==> src/rtl/usb_sie_tx.sv <==
// usb_sie_tx - full-speed USB transmit serialiser.
// Takes packet bytes from the protocol engine over a valid/ready handshake.
// Each packet goes out as SYNC, then data bits LSB first with bit stuffing,
// NRZI encoded, then EOP. The block drives the transceiver D+/D- pins and
// their output enable.
//
// Ports:
//   clk        system clock (CLK_PER_BIT clocks per USB bit)
//   rst        asynchronous active-low reset
//   tx_data    byte from the PE, latched on the tx_ready cycle
//   tx_valid   PE has a byte; low at a byte boundary ends the packet
//   tx_ready   one-cycle pulse, tx_data latched at the end of this cycle
//   tx_active  high from SYNC start until EOP completes
//   dp_tx      D+ drive value
//   dn_tx      D- drive value
//   tx_oe      transceiver output enable
//
// state | meaning
// IDLE  | line at J, outputs disabled, waiting for tx_valid
// SYNC  | sending KJKJKJKK
// DATA  | sending stuffed NRZI data bits, byte by byte
// EOP   | two SE0 slots then one J slot
module usb_sie_tx #(
    parameter int CLK_PER_BIT = 4
) (
    input  logic       clk,
    input  logic       rst,
    input  logic [7:0] tx_data,
    input  logic       tx_valid,
    output logic       tx_ready,
    output logic       tx_active,
    output logic       dp_tx,
    output logic       dn_tx,
    output logic       tx_oe
);
    localparam int DW = $clog2(CLK_PER_BIT);
    localparam logic [DW-1:0] DIV_LAST = DW'(CLK_PER_BIT - 1);
    localparam logic [DW-1:0] DIV_PRE  = DW'(CLK_PER_BIT - 2);

    typedef enum logic [1:0] {IDLE, SYNC, DATA, EOP} state_t;

    state_t        state_q;
    logic [DW-1:0] div_q;
    logic [2:0]    idx_q;
    logic [2:0]    ones_q;
    logic [7:0]    shift_q;
    logic [1:0]    eop_q;
    logic          line_q;
    logic          ready_q;
    logic          active_q;
    logic          oe_q;
    logic          dp_q;
    logic          dn_q;

    logic          slot_end;
    logic          stuff_due;
    logic          at_boundary;
    logic          next_bit_d;
    logic          line_d;
    logic [2:0]    ones_d;

    assign slot_end  = (div_q == DIV_LAST);
    assign stuff_due = (ones_q == 3'd6);
    // A byte boundary is reached after the last SYNC bit, or after data bit 7
    // once any stuff bit it owes has been sent.
    assign at_boundary = ((state_q == SYNC) && (idx_q == 3'd7)) ||
                         ((state_q == DATA) && (idx_q == 3'd7) && !stuff_due);

    // Logical bit carried by the slot that starts at the next slot boundary.
    // In IDLE this is the first SYNC bit (0).
    always_comb begin
        next_bit_d = 1'b0;
        unique case (state_q)
            SYNC:    next_bit_d = at_boundary ? tx_data[0] : (idx_q == 3'd6);
            DATA:    next_bit_d = stuff_due ? 1'b0 :
                                  (at_boundary ? tx_data[0] : shift_q[1]);
            default: next_bit_d = 1'b0;
        endcase
        line_d = next_bit_d ? line_q : ~line_q;
        ones_d = next_bit_d ? (ones_q + 3'd1) : 3'd0;
    end

    always_ff @(posedge clk or negedge rst) begin
        if (!rst) begin
            state_q  <= IDLE;
            div_q    <= '0;
            idx_q    <= 3'd0;
            ones_q   <= 3'd0;
            shift_q  <= 8'h00;
            eop_q    <= 2'd0;
            line_q   <= 1'b1;
            ready_q  <= 1'b0;
            active_q <= 1'b0;
            oe_q     <= 1'b0;
            dp_q     <= 1'b1;
            dn_q     <= 1'b0;
        end else begin
            ready_q <= 1'b0;
            case (state_q)
                IDLE: begin
                    div_q <= '0;
                    if (tx_valid) begin
                        state_q  <= SYNC;
                        idx_q    <= 3'd0;
                        ones_q   <= ones_d;
                        line_q   <= line_d;
                        dp_q     <= line_d;
                        dn_q     <= ~line_d;
                        oe_q     <= 1'b1;
                        active_q <= 1'b1;
                    end
                end
                SYNC, DATA: begin
                    div_q <= slot_end ? '0 : div_q + 1'b1;
                    // tx_ready is decided one clock early so it is registered
                    // and high in the final cycle of the boundary slot.
                    if ((div_q == DIV_PRE) && at_boundary && tx_valid) begin
                        ready_q <= 1'b1;
                    end
                    if (slot_end) begin
                        if (at_boundary && !ready_q) begin
                            state_q <= EOP;
                            eop_q   <= 2'd0;
                            dp_q    <= 1'b0;
                            dn_q    <= 1'b0;
                        end else begin
                            line_q <= line_d;
                            dp_q   <= line_d;
                            dn_q   <= ~line_d;
                            ones_q <= ones_d;
                            if (at_boundary) begin
                                state_q <= DATA;
                                shift_q <= tx_data;
                                idx_q   <= 3'd0;
                            end else if (state_q == SYNC) begin
                                idx_q <= idx_q + 3'd1;
                            end else if (!stuff_due) begin
                                shift_q <= shift_q >> 1;
                                idx_q   <= idx_q + 3'd1;
                            end
                        end
                    end
                end
                EOP: begin
                    div_q <= slot_end ? '0 : div_q + 1'b1;
                    if (slot_end) begin
                        if (eop_q == 2'd2) begin
                            state_q  <= IDLE;
                            oe_q     <= 1'b0;
                            active_q <= 1'b0;
                            line_q   <= 1'b1;
                            ones_q   <= 3'd0;
                            idx_q    <= 3'd0;
                        end else begin
                            eop_q <= eop_q + 2'd1;
                            if (eop_q == 2'd1) begin
                                dp_q <= 1'b1;
                                dn_q <= 1'b0;
                            end
                        end
                    end
                end
                default: state_q <= IDLE;
            endcase
        end
    end

    assign tx_ready  = ready_q;
    assign tx_active = active_q;
    assign tx_oe     = oe_q;
    assign dp_tx     = dp_q;
    assign dn_tx     = dn_q;
endmodule

==> config.mk <==
export PLATFORM = sky130hd
export DESIGN_NAME = usb_sie_tx
export DESIGN_NICKNAME = d
export VERILOG_FILES = /design/src/rtl/usb_sie_tx.sv
export SDC_FILE = /design/constraint.sdc
export NUM_CORES = 1
export LEC_CHECK = 0
export CAP_MARGIN = 15
export CORE_MARGIN = 3
export CORE_UTILIZATION = 40
export DETAILED_ROUTE_END_ITERATION = 6
export GPL_TIMING_DRIVEN = 0
export PLACE_DENSITY = 0.67
export SYNTH_ARGS = -nofsm -noshare
export SYNTH_HDL_FRONTEND = slang
export SYNTH_SLANG_ARGS = --single-unit
==> constraint.sdc <==
create_clock -name clk -period 3.9 [get_ports clk]
set_input_delay 0.585 -clock clk [delete_from_list [all_inputs] [get_ports clk]]
set_output_delay 0.585 -clock clk [all_outputs]
set_load 0.01 [all_outputs]
## Word-level counts from Yosys, hierarchy flattened

Index checks and enable logic that the tools add are counted.

| word-level totals | value |
|---|---|
| output and inout bits | 5 |
| register bits after elaboration | 25 |
| input port bits | 11 |
| word-level logic and storage cells | 122 |

| operators by class | value |
|---|---|
| eq/ne operators | 22 |
| bitwise operators | 3 |
| reduce and logical (&&, ||, !) cells | 21 |
| $add $sub $neg | 4 |
| muxes and demuxes | 61 |

Operators with widths:

| operator | number |
|---|---|
| two-way mux 3 bit | 12 |
| two-way mux 1 bit | 25 |
| AND reduction 5 bit | 5 |
| two-way mux 8 bit | 3 |
| two-way mux 2 bit | 11 |
| != test 2 bit (second input constant) | 9 |
| one-hot mux 3 bit (3 select lines) | 2 |
| == test 2 bit (second input constant) | 5 |
| == test 3 bit (second input constant) | 3 |
| one-hot mux 1 bit (3 select lines) | 3 |
| one-hot mux 2 bit (2 select lines) | 2 |
| adder 3 x 1 -> 3 bit (second input constant) | 2 |
| logical AND 1 bit | 6 |
| one-hot mux 2 bit (3 select lines) | 1 |
| AND reduction 6 bit | 1 |
| adder 2 x 1 -> 2 bit (second input constant) | 2 |
| == test 2 x 1 -> 1 bit (second input constant) | 2 |
| != test 4 bit (second input constant) | 1 |
| one-hot mux 1 bit (2 select lines) | 2 |
| AND reduction 4 bit | 1 |
| nonzero test 2 bit | 2 |
| != test 3 bit (second input constant) | 1 |
| NOT 1 bit | 3 |
| OR reduction 3 bit | 1 |
| other kinds (5) | 6 |

## Logic depth before layout (Yosys ltp)

Gate-level depths: netlist of the first run.

| depth | value |
|---|---|
| depth after elaboration | 12 |
| mapped depth | 9 |
| mapped depth without buffers | 7 |

## Worst setup path before layout of the first run

No wires, ideal clock.

| timing path | value |
|---|---|
| path type | register -> register |
| start | register idx_q[0] |
| end | register dp_q, in the netlist dp_tx |
| buffers on the path | 0 |
| slack | 1.835 ns |
| cell stages (with the launch flop) | 8 |
| period minus slack after synthesis | 2.065 ns |
| arrival time | 1.971 ns |
| setup time | 0.094 ns |
| path through | dfrtp_1 -> ha_1 -> ha_1 -> mux2_4 -> a211o_2 -> a21o_1 -> a41oi_1 -> a31oi_1 |

| on the way | value |
|---|---|
| word-level cells in the longest chain between the ends | 11 |
| elaborated cells on any way between the ends | 16 |

RTL lines:

| item | RTL line | text |
|---|---|---|
| start, declared | 44 | `logic [2:0] idx_q;` |
| start signal, assigned | 136 | `idx_q <= idx_q + 3'd1;` |
| start signal, assigned | 139 | `idx_q <= idx_q + 3'd1;` |
| == test 3 bit | 66, 67 |  |
| logical AND 1 bit (2 in a row) | 67 | `((state_q == DATA) && (idx_q == 3'd7) && !stuff_due);` |
| logical OR 1 bit | 66 | `assign at_boundary = ((state_q == SYNC) && (idx_q == 3'd7)) \|\|` |
| two-way mux 1 bit | 76 | `(at_boundary ? tx_data[0] : shift_q[1]);` |
| two-way mux 1 bit | 75 | `DATA: next_bit_d = stuff_due ? 1'b0 :` |
| one-hot mux 1 bit (2 select lines) | 73 | `unique case (state_q)` |
| two-way mux 1 bit | 79 | `line_d = next_bit_d ? line_q : ~line_q;` |
| two-way mux 1 bit | 121 | `if (at_boundary && !ready_q) begin` |
| two-way mux 1 bit | 120 | `if (slot_end) begin` |
| one-hot mux 1 bit (3 select lines) (*) | 99 | `case (state_q)` |
| end signal, assigned | 107 | `dp_q <= line_d;` |
| end signal, assigned | 128 | `dp_q <= line_d;` |
| end, declared | 52 | `logic dp_q;` |

Mark *: on every way between the ends. The rest lies on a longest branch, timed or not. The select of a mux whose other input is x is not followed.
A chain may end at the register's enable or synchronous reset.

## Worst setup path after layout of the first run

| timing path | value |
|---|---|
| start | register state_q[0] |
| end | register idx_q[0] |

| on the way | value |
|---|---|
| word-level cells in the longest chain between the ends | 8 |
| elaborated cells on any way between the ends | 22 |

RTL lines:

| item | RTL line | text |
|---|---|---|
| start, declared | 42 | `state_t state_q;` |
| start signal, assigned | 85 | `state_q <= IDLE;` |
| start signal, assigned | 103 | `state_q <= SYNC;` |
| start signal, assigned | 122 | `state_q <= EOP;` |
| == test 2 bit | 67, 99 |  |
| logical AND 1 bit (2 in a row) | 67 |  |
| logical OR 1 bit | 66 |  |
| two-way mux 3 bit | 131 | `if (at_boundary) begin` |
| two-way mux 3 bit | 121 |  |
| two-way mux 3 bit | 120 |  |
| one-hot mux 3 bit (3 select lines) | 99 |  |

Parallel ways exist; a longest one is shown, timed or not. The select of a mux whose other input is x is not followed.

==> summary.md, run 1 <==
| Metric | Value |
|---|---|
| Outcome | `finished, final reports clean` |
| Post-place setup slack | `1.49 ns` |
| Actual slew at the worst max-slew pin | `0.534 ns` |
| Vias | `1185` |
| TritonCTS clock tree | `built` |
| Distinct cells, synth | `between 40 and 50` |
| Most frequent cells in the layout | `nand2_1, dfrtp_1, ha_1, clkdlybuf4s50_1, inv_1` |
| H-tree Lvls | `1` |
| TNS Setup | `0 ns` |
| Metal3 WL | `80 um` |
| Layout cell share with drive strength beyond 1 | `0.118` |
| NumNets Final | `205` |
| Fin crit period | `between 2 and 2.5 ns` |
| Clock root cell | `clkbuf_8` |
| Antenna viol nets, final | `0` |
| PwrDens | `slightly below 800 nW/um2` |
| Die height | `68.2 um` |
| Leakage power | `approximately 0.00086 uW` |
| Initial antenna violation count | `0` |
| HP Class | `flop to flop` |
| Post-cts hold buffer count | `0` |
| Ys Warns | `0` |
| Crit path required time | `4.05 ns` |
| WHS Path Cells | `1` |
| Gpl congestion | `0.851` |
| Final worst-path cycle share | `0.591` |
| CP Class | `flop to flop` |
| MaxCap Viol Count | `0` |
| Post-CTS setup-driven buffer insertion count | `0` |
| Cts repair resizes | `0` |
| Global-route wire length before repair | `5.04 mm` |
| Post-route cell area | `1810 um2` |
| Placement Cell Area | `approximately 1800 um2` |
| Pre-Repair DR Iteration Count | `4` |
| Final Hold Slack | `roughly 0.47 ns` |
| CP max FO | `10` |
| Arrival time worst endpoint | `2.45 ns` |
| Reg-to-reg endpoint | `idx_q[0]` |
| Post-synth top area share | `0.356` |
| Hold Crit Start | `div_q[0]` |
| Worst ir drop on vdd | `0.372 mV` |
| Drt drc | `0` |
| Die Span X | `68.2 um` |
| Final Hold Viols | `0` |
| Io pins | `16` |
| Flop2flop setup slack | `~1.6 ns` |
| Synth Area per Inst | `9.78 um2` |
| Final Max Tran Viols | `0` |
| Hpwl dp | `around 2.3 mm` |
| Met2 wire len | `1.40 mm` |
| Post-synthesis sequential area ratio | `0.390` |
| GRT Util Overall | `0.145` |
| Skew-Pair Late Insertion Delay | `0.27 ns` |
| Synth Flop Type | `dfrtp_1` |
| Area leader, netlist | `dfrtp_1` |
| Largest net degree at the start of global routing | `25` |
| Critical path endpoint category | `flop` |
| Vias in the first global route | `1116` |
| Reg-to-Reg Start | `state_q[0]` |
| Setup-failing EPs final | `0` |
| Port bufs | `15` |
| Slew HR | `0.643` |
| Cts bufs inserted | `3` |
| DRT iter0 DRCs | `33` |
| Total core area | `3520 um2` |
| RSZ-0062 raised after global routing | `false` |
| Worst-path clk slew | `0.08 ns` |
| Metal-1 WL | `1.42 mm` |
| Max clock buf depth | `2` |
| EDFF count, synth | `0` |
| CP Launch Type | `flop` |
| Row count | `21` |
| Die ar. | `approximately 4600 um2` |
| Diodes inserted | `0` |
| Avg Vias per Cell | `5.29` |
| Post-Syn Instances | `158` |
| Max layer used | `met4` |
| Avg WL per Cell | `about 13 um` |
| Flip-flop and latch count after synthesis | `24` |
| Top post-synthesis cells by area | `dfrtp_1, ha_1, nand2_1` |
| Fmax achieved | `0.434 GHz` |
| Area grow syn2layout | `17.3%` |
| Syn nets | `184` |
| Fraction of registers with async set/reset | `1.00` |
| Reg2reg path depth | `7` |
| Synthesized cell area | `1550 um2` |
| Final WL | `2.97 mm` |
| Final worst slack | `1.60 ns` |
| Initial Utilization | `0.439` |
| Clk_skew | `0.00683 ns` |
| Clock sink count | `24` |
| Hold EP | `div_q[0]` |
| Total gr overflow | `0` |
## cell usage after synthesis (2+ instances only)
master    number
a21oi_1        3
a31oi_1        2
and3_1         3
buf_2          3
dfrtp_1       22
dfstp_2        2
ha_1          15
inv_1         13
mux2_1         3
mux2i_1        7
nand2_1       22
nand2b_1       2
nand3_1        6
nor2_1        12
o211ai_1       2
o21ai_0        7
o21ai_1        5
## registers in the layout, summed over array words and instances, names as in the netlist
| signal | cells |
|---|---|
| tx_oe | 1 |
| dp_tx | 1 |
| idx_q | 3 |
| eop_q | 2 |
| tx_ready | 1 |
| shift_q | 7 |
| dn_tx | 1 |
| div_q | 2 |
| line_q | 1 |
| ones_q | 3 |
| state_q | 2 |
## critical path, cell delays in order, from the launching register on
cell      delay [ns]
dfrtp_1         0.42
inv_1           0.12
ha_1            0.30
buf_2           0.21
inv_1           0.13
o311ai_4        0.43
a41o_1          0.23
mux2_1          0.34
## cell families after synthesis
kind of cell,count (synthesis),share of synthesized area
flip-flops,24,0.390
adder cells (fa/ha/maj),15,0.121
AO/OA/AOI/OAI,35,0.186
AND/OR/NAND/NOR,55,0.177
multiplexers,11,0.0769
buffers and inverters,18,0.0486
## through the flow
stage	cells	util	total power, uW
after floorplan	158	-	1070
after global placement	219	0.498	1210
after detailed placement	219	0.498	1250
after CTS	223	0.511	1410
after global routing	224	0.515	1530
final	224	0.515	1400
## area by class of cell
type                       count  area (um2)
buffer                         5        26.3
multi-input combinational    116         867
inverter                      13        48.8
fill                         330        1710
tap                           46        57.6
clock buffer                   4        45.0
timing repair buffer          16         165
sequential                    24         603
## worst max path at each step
stage	startpoint	end	slack, ns
after global placement	tx_valid	idx_q[1]	1.55
after CTS	state_q[0]	idx_q[0]	1.59
final	state_q[0]	idx_q[0]	1.60
after detailed placement	tx_valid	idx_q[0]	1.49
after floorplan	idx_q[0]	dp_tx	1.84
after global routing	state_q[0]	idx_q[0]	1.48
## power breakdown
group	leakage, uW	internal (uW)	total, uW	switching (uW)
Combinational	0.000541	358	815	457
Clock	0.0000228	73.1	151	77.9
Sequential	0.000294	360	429	69.5
## routing by layer
layer	vias up	global-route usage
met5	-	0
met1	572	0.196
li1	593	-
met4	0	0.0670
met2	15	0.225
met3	5	0.0246
No activity file was read; power rests on OpenSTA's default activity.
==> inputs of run 2 (changes only) <==
==> constraint.sdc (replaced) <==
create_clock -name clk -period 2.3 [get_ports clk]
set_input_delay 0.345 -clock clk [delete_from_list [all_inputs] [get_ports clk]]
set_output_delay 0.345 -clock clk [all_outputs]
set_load 0.01 [all_outputs]
==> run 2 against run 1 <==
- power rose by 74%
- register-to-register slack got worse by 1.5 ns
- maximum frequency rose by 3.4%
- critical path type unchanged
- largest power group unchanged
- highest routed layer unchanged
==> summary.md, run 2 (synthesis gave the netlist of run 1 again) <==
| Metric | Value |
|---|---|
| Slew HR | `0.641` |
| Drt drc | `0` |
| Crit path required time | `2.48 ns` |
| GRT Util Overall | `0.145` |
| Port bufs | `15` |
| Reg-to-Reg Start | `state_q[0]` |
| Fmax achieved | `0.449 GHz` |
| Die ar. | `approximately 4600 um2` |
| Final worst slack | `0.0722 ns` |
| MaxCap Viol Count | `0` |
| Final WL | `2.97 mm` |
| Total gr overflow | `0` |
| NumNets Final | `207` |
| PwrDens | `1320 nW/um2` |
| Most frequent cells in the layout | `nand2_1, dfrtp_1, clkdlybuf4s50_1` |
| Area grow syn2layout | `18.5%` |
| Skew-Pair Late Insertion Delay | `0.27 ns` |
| Metal3 WL | `77 um` |
| Hpwl dp | `between 2 and 2.5 mm` |
| Final Hold Slack | `around 0.43 ns` |
| HP Class | `input pin to asynchronous set/reset pin` |
| Io pins | `16` |
| Vias | `1193` |
| CP Launch Type | `flop` |
| Initial Utilization | `0.439` |
| Flop2flop setup slack | `around 0.07 ns` |
| Pre-Repair DR Iteration Count | `4` |
| Clock root cell | `clkbuf_8` |
| Final Max Tran Viols | `0` |
| Cell count after placement | `between 200 and 250` |
| Initial antenna violation count | `0` |
| H-tree Lvls | `1` |
| Vias in the first global route | `~1100` |
| Slowest CP cell | `dfrtp_1` |
| Reg2reg path depth | `8` |
| Layout cell share with drive strength beyond 1 | `0.133` |
| Post-place setup slack | `0.00176 ns` |
| Reg-to-reg endpoint | `ones_q[2]` |
| Outcome | `finished, final reports clean` |
| Largest net degree at the start of global routing | `25` |
| Worst-path clk slew | `0.08 ns` |
| Metal-1 WL | `1.43 mm` |
| Arrival time worst endpoint | `2.40 ns` |
| Actual slew at the worst max-slew pin | `0.536 ns` |
| Final Hold Viols | `0` |
| CP max FO | `5` |
| Avg WL per Cell | `13.1 um` |
| Antenna viol nets, final | `0` |
| Die Span X | `just under 70 um` |
| Fin crit period | `2.23 ns` |
| Max clock buf depth | `2` |
| TNS Setup | `0 ns` |
| Worst setup endpoint | `ones_q[2]` |
| Die height | `between 60 and 70 um` |
| Cts bufs inserted | `3` |
| Final cell count without fillers | `226` |
| Clk_skew | `0.00615 ns` |
| Largest register FFs | `7` |
| TritonCTS clock tree | `built` |
| RSZ-0062 raised after global routing | `true` |
| Setup-failing EPs final | `0` |
| Row count | `21` |
| Post-layout power | `~2400 uW` |
| Global-route wire length before repair | `~5.0 mm` |
| Met2 wire len | `roughly 1.4 mm` |
| Max layer used | `met4` |
| CP Class | `flop to flop` |
| Beginning of the critical path | `state_q[0]` |
| Final worst-path cycle share | `0.969` |
| Clock sink count | `24` |
| CP peak stage delay | `0.42 ns` |
| Critical path endpoint category | `flop` |
| Top reg by flops | `shift_q` |
| Total core area | `3520 um2` |
| Diodes inserted | `0` |
| DRT iter0 DRCs | `35` |
| Gpl congestion | `roughly 0.85` |
| Worst ir drop on vdd | `0.629 mV` |
| Registers with the most flip-flops | `shift_q: 7 flops, idx_q: 3 flops, ones_q: 3 flops` |
| Avg Vias per Cell | `approximately 5.3` |
| Leakage power | `0.000865 uW` |
| CP cell instances | `inv_1 -> ha_1 -> nor2b_1 -> o21ai_2 -> o311ai_4 -> buf_4 -> or3_4 -> o311ai_2` |
| Post-cts hold buffer count | `0` |
## run 2: changes by cell type in the layout (fill, tap and decap cells not counted)
cell,previous run,this run
ha_1,15,14
buf_4,1,3
ha_2,0,1
## run 2: routing by layer
metal | GRT usage | up-vias
met5 | 0 | -
met4 | 0.0670 | 0
met3 | 0.0246 | 5
met2 | 0.225 | 14
met1 | 0.196 | 578
li1 | - | 596
## run 2: layout make-up
class                      count  area [um2]
timing repair buffer          18         180
buffer                         5        26.3
multi-input combinational    116         870
inverter                      13        48.8
clock buffer                   4        45.0
sequential                    24         603
fill                         330        1690
tap                           46        57.6
## run 2: metrics by stage
stage               area (um2)   util
global route              1830  0.520
global placement          1750  0.498
detailed placement        1750  0.498
floorplan                 1550      -
CTS                       1800  0.511
finish                    1830  0.520
## run 2: power by group
group | total [uW] | internal [uW] | switching, uW
combinational | 1440 | 656 | 782
clock | 257 | 124 | 133
sequential | 728 | 610 | 118
## run 2: what timing repair did
action / 4_1_cts / 5_1_grt
setup endpoints to repair: 1 / 4
pin swaps: 1 / 1
hold endpoints to repair: 0 / 0
gates resized for setup: 0 / 1
buffers inserted: 0 / 2
## run 2: how the worst min path moves through the flow
stage	startpoint	to	cells after the start
final	rst	eop_q[1]	1
after global routing	rst	eop_q[1]	1
after CTS	div_q[0]	div_q[0]	1
after detailed placement	div_q[0]	div_q[0]	1
after global placement	div_q[0]	div_q[0]	1
after floorplan	rst	div_q[0]	0
## run 2: worst max-delay path: cells and delay by family, from the launching register on
| kind | cells | cell delay [ns] |
|---|---|---|
| buffers and inverters | 2 | 0.29 |
| DFF | 1 | 0.42 |
| adders and majority gates | 1 | 0.31 |
| and+or+nand+nor | 2 | 0.52 |
| AOI/OAI and AO/OA | 3 | 0.59 |
